### config.mk
export PLATFORM = sky130hd
export DESIGN_NAME = hamming_decoder
export DESIGN_NICKNAME = d
export VERILOG_FILES = /design/src/rtl/hamming_decoder.sv
export SDC_FILE = /design/constraint.sdc
export NUM_CORES = 1
export LEC_CHECK = 0
export CELL_PAD_IN_SITES_DETAIL_PLACEMENT = 1
export CELL_PAD_IN_SITES_GLOBAL_PLACEMENT = 2
export CORE_ASPECT_RATIO = 0.7
export CORE_MARGIN = 5
export CORE_UTILIZATION = 28
export CTS_BUF_LIST = sky130_fd_sc_hd__clkbuf_8
export DETAILED_ROUTE_END_ITERATION = 12
export PLACE_DENSITY_LB_ADDON = 0.08
export SLEW_MARGIN = 20
export SYNTH_ARGS = -nofsm -noshare
export SYNTH_HDL_FRONTEND = slang
export SYNTH_SLANG_ARGS = --single-unit
### constraint.sdc
create_clock -name clk -period 2.7 [get_ports clk]
set_clock_uncertainty 0.1 [all_clocks]
set_input_delay 0.54 -clock clk [delete_from_list [all_inputs] [get_ports clk]]
set_output_delay 0.54 -clock clk [all_outputs]
set_load 0.01 [all_outputs]
### src/rtl/hamming_decoder.sv
// -----------------------------------------------------------------------------
// hamming_decoder
//
// Single-error-correcting Hamming(21,16) decoder with registered outputs.
// Parity bits sit at codeword positions 1, 2, 4, 8 and 16, with even parity.
// Data bits data[1..16] fill the remaining positions in ascending order.
// The decode path is purely combinational into the output registers, so
// latency is one cycle and throughput is one codeword per cycle.
//
// Ports
//   clk            in   1       rising-edge clock
//   rst_n          in   1       synchronous active-low reset
//   in_valid       in   1       code_in is valid this cycle
//   code_in        in   [21:1]  received codeword, bit p = position p
//   out_valid      out  1       outputs carry a new result this cycle
//   data_out       out  [16:1]  corrected data word
//   syndrome       out  [5:1]   computed syndrome (binary error position)
//   err_pos        out  [21:1]  one-hot of the corrected position, else 0
//   err_flag       out  1       syndrome nonzero
//   uncorrectable  out  1       syndrome in 22..31 (no valid position)
// -----------------------------------------------------------------------------
module hamming_decoder (
  input  logic        clk,
  input  logic        rst_n,
  input  logic        in_valid,
  input  logic [21:1] code_in,
  output logic        out_valid,
  output logic [16:1] data_out,
  output logic [5:1]  syndrome,
  output logic [21:1] err_pos,
  output logic        err_flag,
  output logic        uncorrectable
);

  logic [5:1]  w_syn;
  logic [21:1] w_err_pos;
  logic [21:1] w_corrected;
  logic [16:1] w_data;
  logic        w_err_flag;
  logic        w_uncorrectable;

  logic        r_out_valid;
  logic [16:1] r_data;
  logic [5:1]  r_syn;
  logic [21:1] r_err_pos;
  logic        r_err_flag;
  logic        r_uncorrectable;

  // Syndrome bit k+1 is the parity over every position whose index has bit k
  // set. With an even-parity encoder a clean word yields zero, and a single
  // flipped bit yields its own position number.
  always_comb begin
    // NOTE: every variable written here gets a default first, so no path
    // leaves it unassigned and no latch is inferred.
    w_syn = '0;
    for (int p = 1; p <= 21; p++) begin
      for (int k = 0; k < 5; k++) begin
        if (p[k]) begin
          w_syn[k+1] = w_syn[k+1] ^ code_in[p];
        end
      end
    end
  end

  // Only syndromes 1..21 name a real position; 22..31 can only come from a
  // multi-bit error and are reported rather than "corrected".
  always_comb begin
    w_err_pos       = '0;
    w_err_flag      = (w_syn != 5'd0);
    w_uncorrectable = (w_syn > 5'd21);
    if (w_err_flag && !w_uncorrectable) begin
      w_err_pos[w_syn] = 1'b1;
    end
  end

  assign w_corrected = code_in ^ w_err_pos;

  // A corrected parity position leaves the data bits untouched, so the
  // extraction needs no special case for it.
  assign w_data = {w_corrected[21], w_corrected[20], w_corrected[19],
                   w_corrected[18], w_corrected[17], w_corrected[15],
                   w_corrected[14], w_corrected[13], w_corrected[12],
                   w_corrected[11], w_corrected[10], w_corrected[9],
                   w_corrected[7],  w_corrected[6],  w_corrected[5],
                   w_corrected[3]};

  // Result registers load only on a valid input and otherwise hold, so the
  // last decoded word stays visible while out_valid is low.
  always_ff @(posedge clk) begin
    // NOTE: sequential state uses non-blocking assignments so every register
    // samples pre-edge values regardless of statement order.
    if (!rst_n) begin
      // NOTE: the datapath registers are reset too, because all outputs must
      // read zero after reset, not just out_valid.
      r_out_valid     <= 1'b0;
      r_data          <= '0;
      r_syn           <= '0;
      r_err_pos       <= '0;
      r_err_flag      <= 1'b0;
      r_uncorrectable <= 1'b0;
    end else begin
      r_out_valid <= in_valid;
      if (in_valid) begin
        r_data          <= w_data;
        r_syn           <= w_syn;
        r_err_pos       <= w_err_pos;
        r_err_flag      <= w_err_flag;
        r_uncorrectable <= w_uncorrectable;
      end
    end
  end

  assign out_valid     = r_out_valid;
  assign data_out      = r_data;
  assign syndrome      = r_syn;
  assign err_pos       = r_err_pos;
  assign err_flag      = r_err_flag;
  assign uncorrectable = r_uncorrectable;

endmodule

# Word-level counts from Yosys, hierarchy flattened
# Cells that the tools add are included.
[totals] reg_bits=45 wordCells=57
[op_classes] order_cmp=3 n_mux=3 bitwise_logic=41 n_reduce_logical=4
[op_table] op="1-bit XOR" n=40
[op_table] op="21-bit 2-to-1 mux" n=1
[op_table] op="21-bit XOR" n=1
[op_table] op="5-bit by 6-bit < comparator with 1-bit output (second input constant)" n=1
[op_table] op="1-bit demux with 5-bit select" n=1
[op_table] op="5-bit by 1-bit >= comparator with 1-bit output (second input constant)" n=1
[op_table] op="5-bit greater-than comparator (second input constant)" n=1
[op_table] op="5-bit nonzero test" n=1
[op_table] op="1-bit logical AND" n=2
[op_table] op="1-bit logical NOT" n=1
[op_table] op="1-bit 2-to-1 mux" n=1

# Depth between registers and ports, before layout
# Gate-level depths: netlist of run 1.
[depth] ltp_word=16 ltp_mapped=7 depth_no_buf=6

# Least setup slack after synthesis of run 1
# OpenSTA, ideal clock, no wires.
[synth_timing] path_kind="input -> register" from="in code_in[14] (netlist bit)" to="reg r_data (netlist bit data_out[14])" setup_ps=132 t_arrival_ps=2386 path_slack_ps=82 stages=7 n_path_buf=1 path_cell_list="xnor2_1 xnor3_2 xnor2_2 buf_4 a2111oi_2 xnor2_1 a21oi_1"
[synth_via] elab_chain_cells=10 word_cells_on_any_way=21 classes_between="order compare: 3; mux: 3; bitwise: 11; reduce/logical: 4"
[synth_rtl] item="start: declaration" line="26" rtl="input logic [21:1] code_in,"
[synth_rtl] item="1-bit XOR (4 in a row)" line="59" rtl="w_syn[k+1] = w_syn[k+1] ^ code_in[p];"
[synth_rtl] item="5-bit by 6-bit < comparator with 1-bit output (implied by the code) or 5-bit by 1-bit >= comparator with 1-bit output (tied branches)" line="72" rtl="w_err_pos[w_syn] = 1'b1;"
[synth_rtl] item="1-bit logical AND (implied by the code)" line="72"
[synth_rtl] item="1-bit 2-to-1 mux (implied by the code)" line="72"
[synth_rtl] item="1-bit demux with 5-bit select" line="72"
[synth_rtl] item="21-bit 2-to-1 mux (*)" line="71" rtl="if (w_err_flag && !w_uncorrectable) begin"
[synth_rtl] item="21-bit XOR (*)" line="76" rtl="assign w_corrected = code_in ^ w_err_pos;"
[synth_rtl] item="end signal: assignment" line="104" rtl="r_data <= w_data;"
[synth_rtl] item="end: declaration" line="43" rtl="logic [16:1] r_data;"
# Mark *: on every way between the ends. The rest lies on a longest branch, timed or not.
# A chain may end at the register's enable or synchronous reset.

# Worst setup path after layout of run 1
[layout_timing] from="in code_in[12] (netlist bit)" to="reg r_data (netlist bit data_out[11])"
[layout_via] elab_chain_cells=12 word_cells_on_any_way=21 classes_between="order compare: 3; mux: 3; bitwise: 11; reduce/logical: 4"
[layout_rtl] item="1-bit XOR (6 in a row)" line="59"
[layout_rtl] item="5-bit by 6-bit < comparator with 1-bit output (implied by the code) or 5-bit by 1-bit >= comparator with 1-bit output (tied branches)" line="72"
[layout_rtl] item="1-bit logical AND (implied by the code)" line="72"
[layout_rtl] item="1-bit 2-to-1 mux (implied by the code)" line="72"
[layout_rtl] item="1-bit demux with 5-bit select" line="72"
[layout_rtl] item="21-bit 2-to-1 mux (*)" line="71"
[layout_rtl] item="21-bit XOR (*)" line="76"
# Marks and branches as above.

==> run metrics, run 1 <==
status=finished clean; initial antenna violation count=0; CTS buffer count=5; Peak VDD IR=0.303 mV; CP Capture Type=flip-flop; Leak Pwr=1.71 nW; r2r setup slk=1.84 ns; pwr dens=589 mW/mm2; number of global-route vias before repair=2621; antenna viol nets, final=0; Die Span Y=91.5 um; Syn Inst Count=268; Remaining DRCs=0; largest net degree at the start of global routing=53; number of cell rows=29; most frequent CP cell=buf_4; RR Startpoint=data_out[8]; CTS H-Tree Depth=2; insertion delay of the later-clocked pin in the worst-skew pair=0.31 ns; grt total ovfl=0; first-pass GRT wire length=13800 um; HP Start=err_pos[2]; synthesis-to-layout area growth=65.7%; Final Max Tran Viols=0; final setup fails=0; Hold EP=err_pos[2]; drt pass-1 iters=4; post-DP HPWL=6340 um; sequential area share after synthesis=0.339; Max-Cap Viols=0; Initial DRC Count=87; Final Hold Violating Endpoints=0; Syn Area/Cell=9.91 um2; clock sinks=45; Initial Util=0.291; hold slack=0.383 ns; overall routing resource usage=0.148; ANT cells=0; Core ar.=0.00914 mm2; RSZ-0062 raised after global routing=false; critical path arrival=2.75 ns; Syn Nets=292; Distinct cells, synth=34; Post-layout nets=418; CTS tree=built; Worst-Margin Slew=0.474 ns; CP max stage delay=0.53 ns; #FFs+latches synth=45; CP required=2.80 ns; Reg2Reg Depth=2; fillers=1026; die width=126 um; normalized max-slew margin=0.682; fin crit share=0.982; Setup CP Type=in -> reg; Max Fclk=0.377 GHz; Slowest cell on crit path=clkdlybuf4s50_1; Synth Warn #=0; crit start category=primary input; Placer Congestion=0.773; Max Root-Sink Buffers=2; via count=2503; sequential cell area=901 um2; IO Pins=69; r2r endpoint=data_out[8]; Root Driver=clkbuf_8; routed wire length=8500 um; Via density=4.82; Critical Path Fanout Max=5; WL per Instance=16.4 um; Hold Path Stages=2; Hold WC Path Type=reg -> reg; critical path cell sequence=clkdlybuf4s50_1, xnor2_2, buf_4, xnor2_4, or3_4, a2111oi_4, buf_4, xnor2_1, a21oi_1; mapped cell area=0.00266 mm2; Port Buffers=68; share of cells above drive strength 1=0.304; final core utilization=0.481; die area=0.0116 mm2; Clk pin slew, worst setup/hold paths=0.10 ns; Tmin final=2.65 ns; multi-input logic area=0.00200 mm2
-- what timing repair did --
item	CTS	global route
setup buffers	4	6
setup endpoints to repair	39	36
cloned	0	1
pin swaps	9	20
hold buffers	0	0
resized for setup	22	31
-- state kept, by name, indices dropped and copies added, names as in the netlist --
signal / count
uncorrectable: 1
out_valid: 1
err_pos: 21
data_out: 16
err_flag: 1
syndrome: 5
-- critical path, delay by kind of cell --
family                    cells  cell delay, ns
buffers and inverters         3            0.89
xor gates and xnor gates      3            0.45
and+or+nand+nor               1            0.46
AOI/OAI and AO/OA             2            0.41
-- how the worst max path moves through the flow --
stage	startpoint	endpoint	slack (ns)
floorplan	code_in[14]	data_out[14]	0.08
CTS	code_in[20]	data_out[11]	-0.04
global route	code_in[14]	data_out[13]	0.006
finish	code_in[12]	data_out[11]	0.05
detailed placement	code_in[15]	data_out[14]	-0.58
global placement	code_in[15]	data_out[3]	-0.50
-- placed cells by master (no fill, tap or decap), drive strengths merged, types with 2 or more instances in the layout --
cell            n
o2111a          7
nor2b          13
nor3            5
dlygate4sd2     4
nor2            2
a21oi          16
dlymetal6s2s    7
xnor3           5
clkbuf          5
a211oi          7
o211ai         11
o21ai          25
dfxtp          45
nand2           6
o211a           4
a21boi         16
nand2b         17
buf            70
nand3           7
clkdlybuf4s50  55
a2111oi         8
mux2i           7
or3             4
xor2            8
xnor2          33
-- kinds of logic (layout without fill, tap and decap cells) --
group / Yosys count / count (layout) / share of synthesized area
XOR/XNOR: 46 / 46 / 0.195
AND/OR/NAND/NOR: 57 / 57 / 0.132
buffers and inverters: 18 / 145 / 0.0278
multiplexers: 7 / 7 / 0.0264
flip-flops: 45 / 45 / 0.339
AO/OA/AOI/OAI: 95 / 95 / 0.280
-- per-layer routing --
layer  track usage  vias up  wire length (um)
met5             0        -                 0
met4        0.0304        0                88
met3        0.0393        9               338
met2         0.232       47              3720
met1         0.206     1215              4360
li1              -     1232                 -
-- cell usage after synthesis --
| library cell | number | share of area |
|---|---|---|
| dfxtp_1 | 45 | 0.34 |
| xnor2_1 | 29 | 0.096 |
| o21ai_0 | 25 | 0.047 |
| nand2b_1 | 17 | 0.040 |
| a21boi_0 | 16 | 0.045 |
| a21oi_1 | 16 | 0.030 |
| clkbuf_1 | 14 | 0.020 |
| nor2b_1 | 13 | 0.031 |
| o211ai_1 | 11 | 0.031 |
| xor2_1 | 8 | 0.026 |
| a211oi_1 | 7 | 0.020 |
| mux2i_1 | 7 | 0.026 |
| nand3_1 | 7 | 0.013 |
| o2111a_1 | 7 | 0.030 |
| nand2_1 | 6 | 0.0085 |
| a2111oi_2 | 5 | 0.028 |
| o211a_1 | 4 | 0.015 |
| a2111oi_4 | 3 | 0.031 |
| nor3_1 | 3 | 0.0057 |
| or3_4 | 3 | 0.013 |
| xnor2_2 | 3 | 0.018 |
| xnor3_2 | 3 | 0.027 |
| buf_2 | 2 | 0.0038 |
| nor2_1 | 2 | 0.0028 |
| nor3_2 | 2 | 0.0075 |
| xnor3_1 | 2 | 0.017 |
| and2_1 | 1 | 0.0024 |
| and2b_1 | 1 | 0.0028 |
| and4_1 | 1 | 0.0033 |
| buf_1 | 1 | 0.0014 |
| buf_4 | 1 | 0.0028 |
| o21a_1 | 1 | 0.0028 |
| or3_1 | 1 | 0.0024 |
| xnor2_4 | 1 | 0.010 |
-- metrics by stage --
step / area [um2] / total power, mW / worst slack, ns / setup TNS, ns / instances
floorplan: 2660 / 1.37 / 0.0821 / 0 / 268
global placement: 3890 / 1.91 / -0.501 / -13.68 / 501
detailed placement: 3890 / 1.94 / -0.582 / -18.13 / 501
CTS: 4160 / 2.50 / -0.0383 / -0.173 / 513
global route: 4400 / 2.75 / 0.00589 / 0 / 519
finish: 4400 / 2.59 / 0.0486 / 0 / 519
-- final cells by class --
class	instances	share of cell area
multi-input combinational	205	0.455
clock buffer	5	0.0156
sequential	45	0.205
timing repair buffer	137	0.285
tap	124	0.0353
clock inverter	3	0.00483
-- power breakdown --
part	switching (mW)	internal, mW
Sequential	0.0252	0.715
Combinational	0.701	0.700
Clock	0.266	0.184
Total	0.992	1.60
Power figures use the tool's default switching activity.
==> inputs of run 2 (changes only) <==
--- a/config.mk
+++ b/config.mk
@@ -12,6 +12,7 @@
 export CORE_UTILIZATION = 28
 export CTS_BUF_LIST = sky130_fd_sc_hd__clkbuf_8
 export DETAILED_ROUTE_END_ITERATION = 12
+export GPL_ROUTABILITY_DRIVEN = 1
 export PLACE_DENSITY_LB_ADDON = 0.08
 export SLEW_MARGIN = 20
 export SYNTH_ARGS = -nofsm -noshare
==> results of run 2 <==
Same layout as run 1: the final DEF is identical, and so are final timing and power.
==> inputs of run 3 (changes only) <==
==> constraint.sdc (replaced) <==
create_clock -name clk -period 2.7 [get_ports clk]
set_clock_uncertainty 0.1 [all_clocks]
set_input_delay 0.675 -clock clk [delete_from_list [all_inputs] [get_ports clk]]
set_output_delay 0.675 -clock clk [all_outputs]
set_load 0.01 [all_outputs]
==> run metrics, run 3 (synthesized netlist as in run 1, its figures left out) <==
Post-layout nets=426 (+1.9%); routed wire length=8790 um (+3.4%); initial antenna violation count=0 (unchanged); Max Root-Sink Buffers=2 (unchanged); critical path cell sequence=buf_8, xor2_2, xnor3_2, buf_6, or3_4, a2111oi_4, xnor2_1, a21oi_1; Root Driver=clkbuf_8; CTS H-Tree Depth=2 (unchanged); Final Non-Filler Cells=527 (+1.5%); RR Startpoint=data_out[16]; post-DP HPWL=6380 um (+0.62%); commonest non-fill, non-tap cell in the layout=buf_4; share of cells above drive strength 1=0.340 (+0.0362); ANT cells=0 (unchanged); drt pass-1 iters=4 (unchanged); most frequent cells in the layout=70 x buf_4, 48 x clkdlybuf4s50_1, 45 x dfxtp_1, 25 x o21ai_0, 19 x xnor2_1; Worst-Margin Slew=0.484 ns (+0.0101 ns); CP max stage delay=0.53 ns (about the same); Remaining DRCs=0 (unchanged); post-layout instance area=0.00437 mm2 (-0.68%); largest net degree at the start of global routing=46 (-13%); Clk pin slew, worst setup/hold paths=0.09 ns (about the same); pwr dens=604 mW/mm2 (+2.6%); critical path arrival=2.76 ns (about the same); Slowest cell on crit path=xnor3_2; status=finished clean; Leak Pwr=1.70 nW (-0.77%); via count=2481 (-0.88%); Post-DP Area=0.00393 mm2 (+1.0%); clock sinks=45 (unchanged); Core ar.=0.00914 mm2 (unchanged); CP required=2.80 ns (about the same); Via density=4.71 (-2.4%); fin crit share=0.984 (+0.00210); WL per Instance=16.7 um (+1.9%); CTS tree=built; die width=126 um (unchanged); Cells after DPL=507 (+1.2%); CP Capture Type=flip-flop; Hold EP=err_pos[19]; number of global-route vias before repair=2595 (-0.99%); WP buf/inv=2 (-1); Max-Cap Viols=0 (unchanged); overall routing resource usage=0.155 (+0.00641); synthesis-to-layout area growth=64.5%; Critical Path Fanout Max=5 (unchanged); HP Start=err_pos[19]; Initial DRC Count=58 (-33%); first-pass GRT wire length=14400 um (+4.1%); Placer Congestion=0.794 (+2.7%); max FFs per register=21 (unchanged); Die Span Y=91.5 um (unchanged); Final Hold Violating Endpoints=0 (unchanged); Hold Path Stages=2 (unchanged); IO Pins=69 (unchanged); Setup CP Type=in -> reg; normalized max-slew margin=0.678 (-0.00444); RSZ-0062 raised after global routing=true; Tmin final=2.66 ns (+0.00567 ns); hold_buf cts=0 (unchanged); Initial Util=0.291 (unchanged); Max Fclk=0.376 GHz (-0.21%); antenna viol nets, final=0 (unchanged); Hold WC Path Type=reg -> reg; fillers=1038 (+1.2%); insertion delay of the later-clocked pin in the worst-skew pair=0.30 ns (about the same); die area=0.0116 mm2 (unchanged); CTS buffer count=5 (unchanged); Reg2Reg Depth=2 (unchanged); Peak VDD IR=0.226 mV (-25%); crit start category=primary input; r2r setup slk=1.89 ns (+0.05 ns); grt total ovfl=0 (unchanged); Port Buffers=68 (unchanged); r2r endpoint=data_out[16]; number of cell rows=29 (unchanged); CP top delay family=XOR/XNOR gates; final setup fails=0 (unchanged); Final Max Tran Viols=0 (unchanged)
run 3: report_power, final:
| part | total, mW | internal, mW | switching (mW) | leakage (nW) |
|---|---|---|---|---|
| combinational | 1.47 | 0.743 | 0.729 | 1.29 |
| sequential | 0.741 | 0.715 | 0.0259 | 0.369 |
| clock | 0.425 | 0.179 | 0.247 | 0.0416 |
| total | 2.64 | 1.64 | 1.00 | 1.70 |
run 3: metal layers:
metal | vias up | part of all wire | wire length, um | track usage
met3 | 7 | 0.034 | 301 | 0.0381
met2 | 44 | 0.45 | 3940 | 0.236
met5 | - | 0 | 0 | 0
met4 | 0 | 0.0071 | 62 | 0.0268
li1 | 1230 | - | - | -
met1 | 1200 | 0.51 | 4490 | 0.223
run 3: timing repair:
item / in CTS / in global routing
pin swaps: 22 / 24
setup endpoints to repair: 39 / 37
setup buffers: 8 / 4
cloned: 0 / 0
resized for setup: 44 / 42
run 3: worst min-delay path: cells and delay by family (launching register included):
kind	cells	cell delay [ns]
AO/OA/AOI/OAI	1	0.05
flip-flops	1	0.32
AND/OR/NAND/NOR	1	0.06
run 3: how the worst max path moves through the flow:
stage                startpoint      endpoint  slack [ns]  cells after the start
floorplan           code_in[19]  data_out[14]        0.06                      7
global placement    code_in[14]  data_out[10]       -0.67                      8
detailed placement  code_in[15]   data_out[3]       -0.70                      8
CTS                  code_in[5]   data_out[6]       0.005                     11
global route        code_in[21]  data_out[10]      -0.008                      8
finish              code_in[21]  data_out[10]        0.04                      8
run 3: per-stage QoR:
stage | utilization | setup slack [ns] | TNS [ns] | power (mW) | hold slack [ns]
detailed placement | 0.430 | -0.700 | -22.24 | 1.96 | 0.370
CTS | 0.467 | 0.00529 | 0 | 2.58 | 0.386
floorplan | - | 0.0625 | 0 | 1.37 | 0.398
global route | 0.478 | -0.00768 | -0.0140 | 2.79 | 0.409
finish | 0.478 | 0.0429 | 0 | 2.64 | 0.372
global placement | 0.430 | -0.670 | -20.64 | 1.94 | 0.363
run 3: cell type report:
type | instances | area, um2 | share of cell area
Multi-Input combinational cell | 205 | 1950 | 0.447
Clock inverter | 3 | 18.8 | 0.00429
Clock buffer | 5 | 68.8 | 0.0157
Sequential cell | 45 | 901 | 0.206
Timing Repair Buffer | 145 | 1270 | 0.292
Tap cell | 124 | 155 | 0.0355
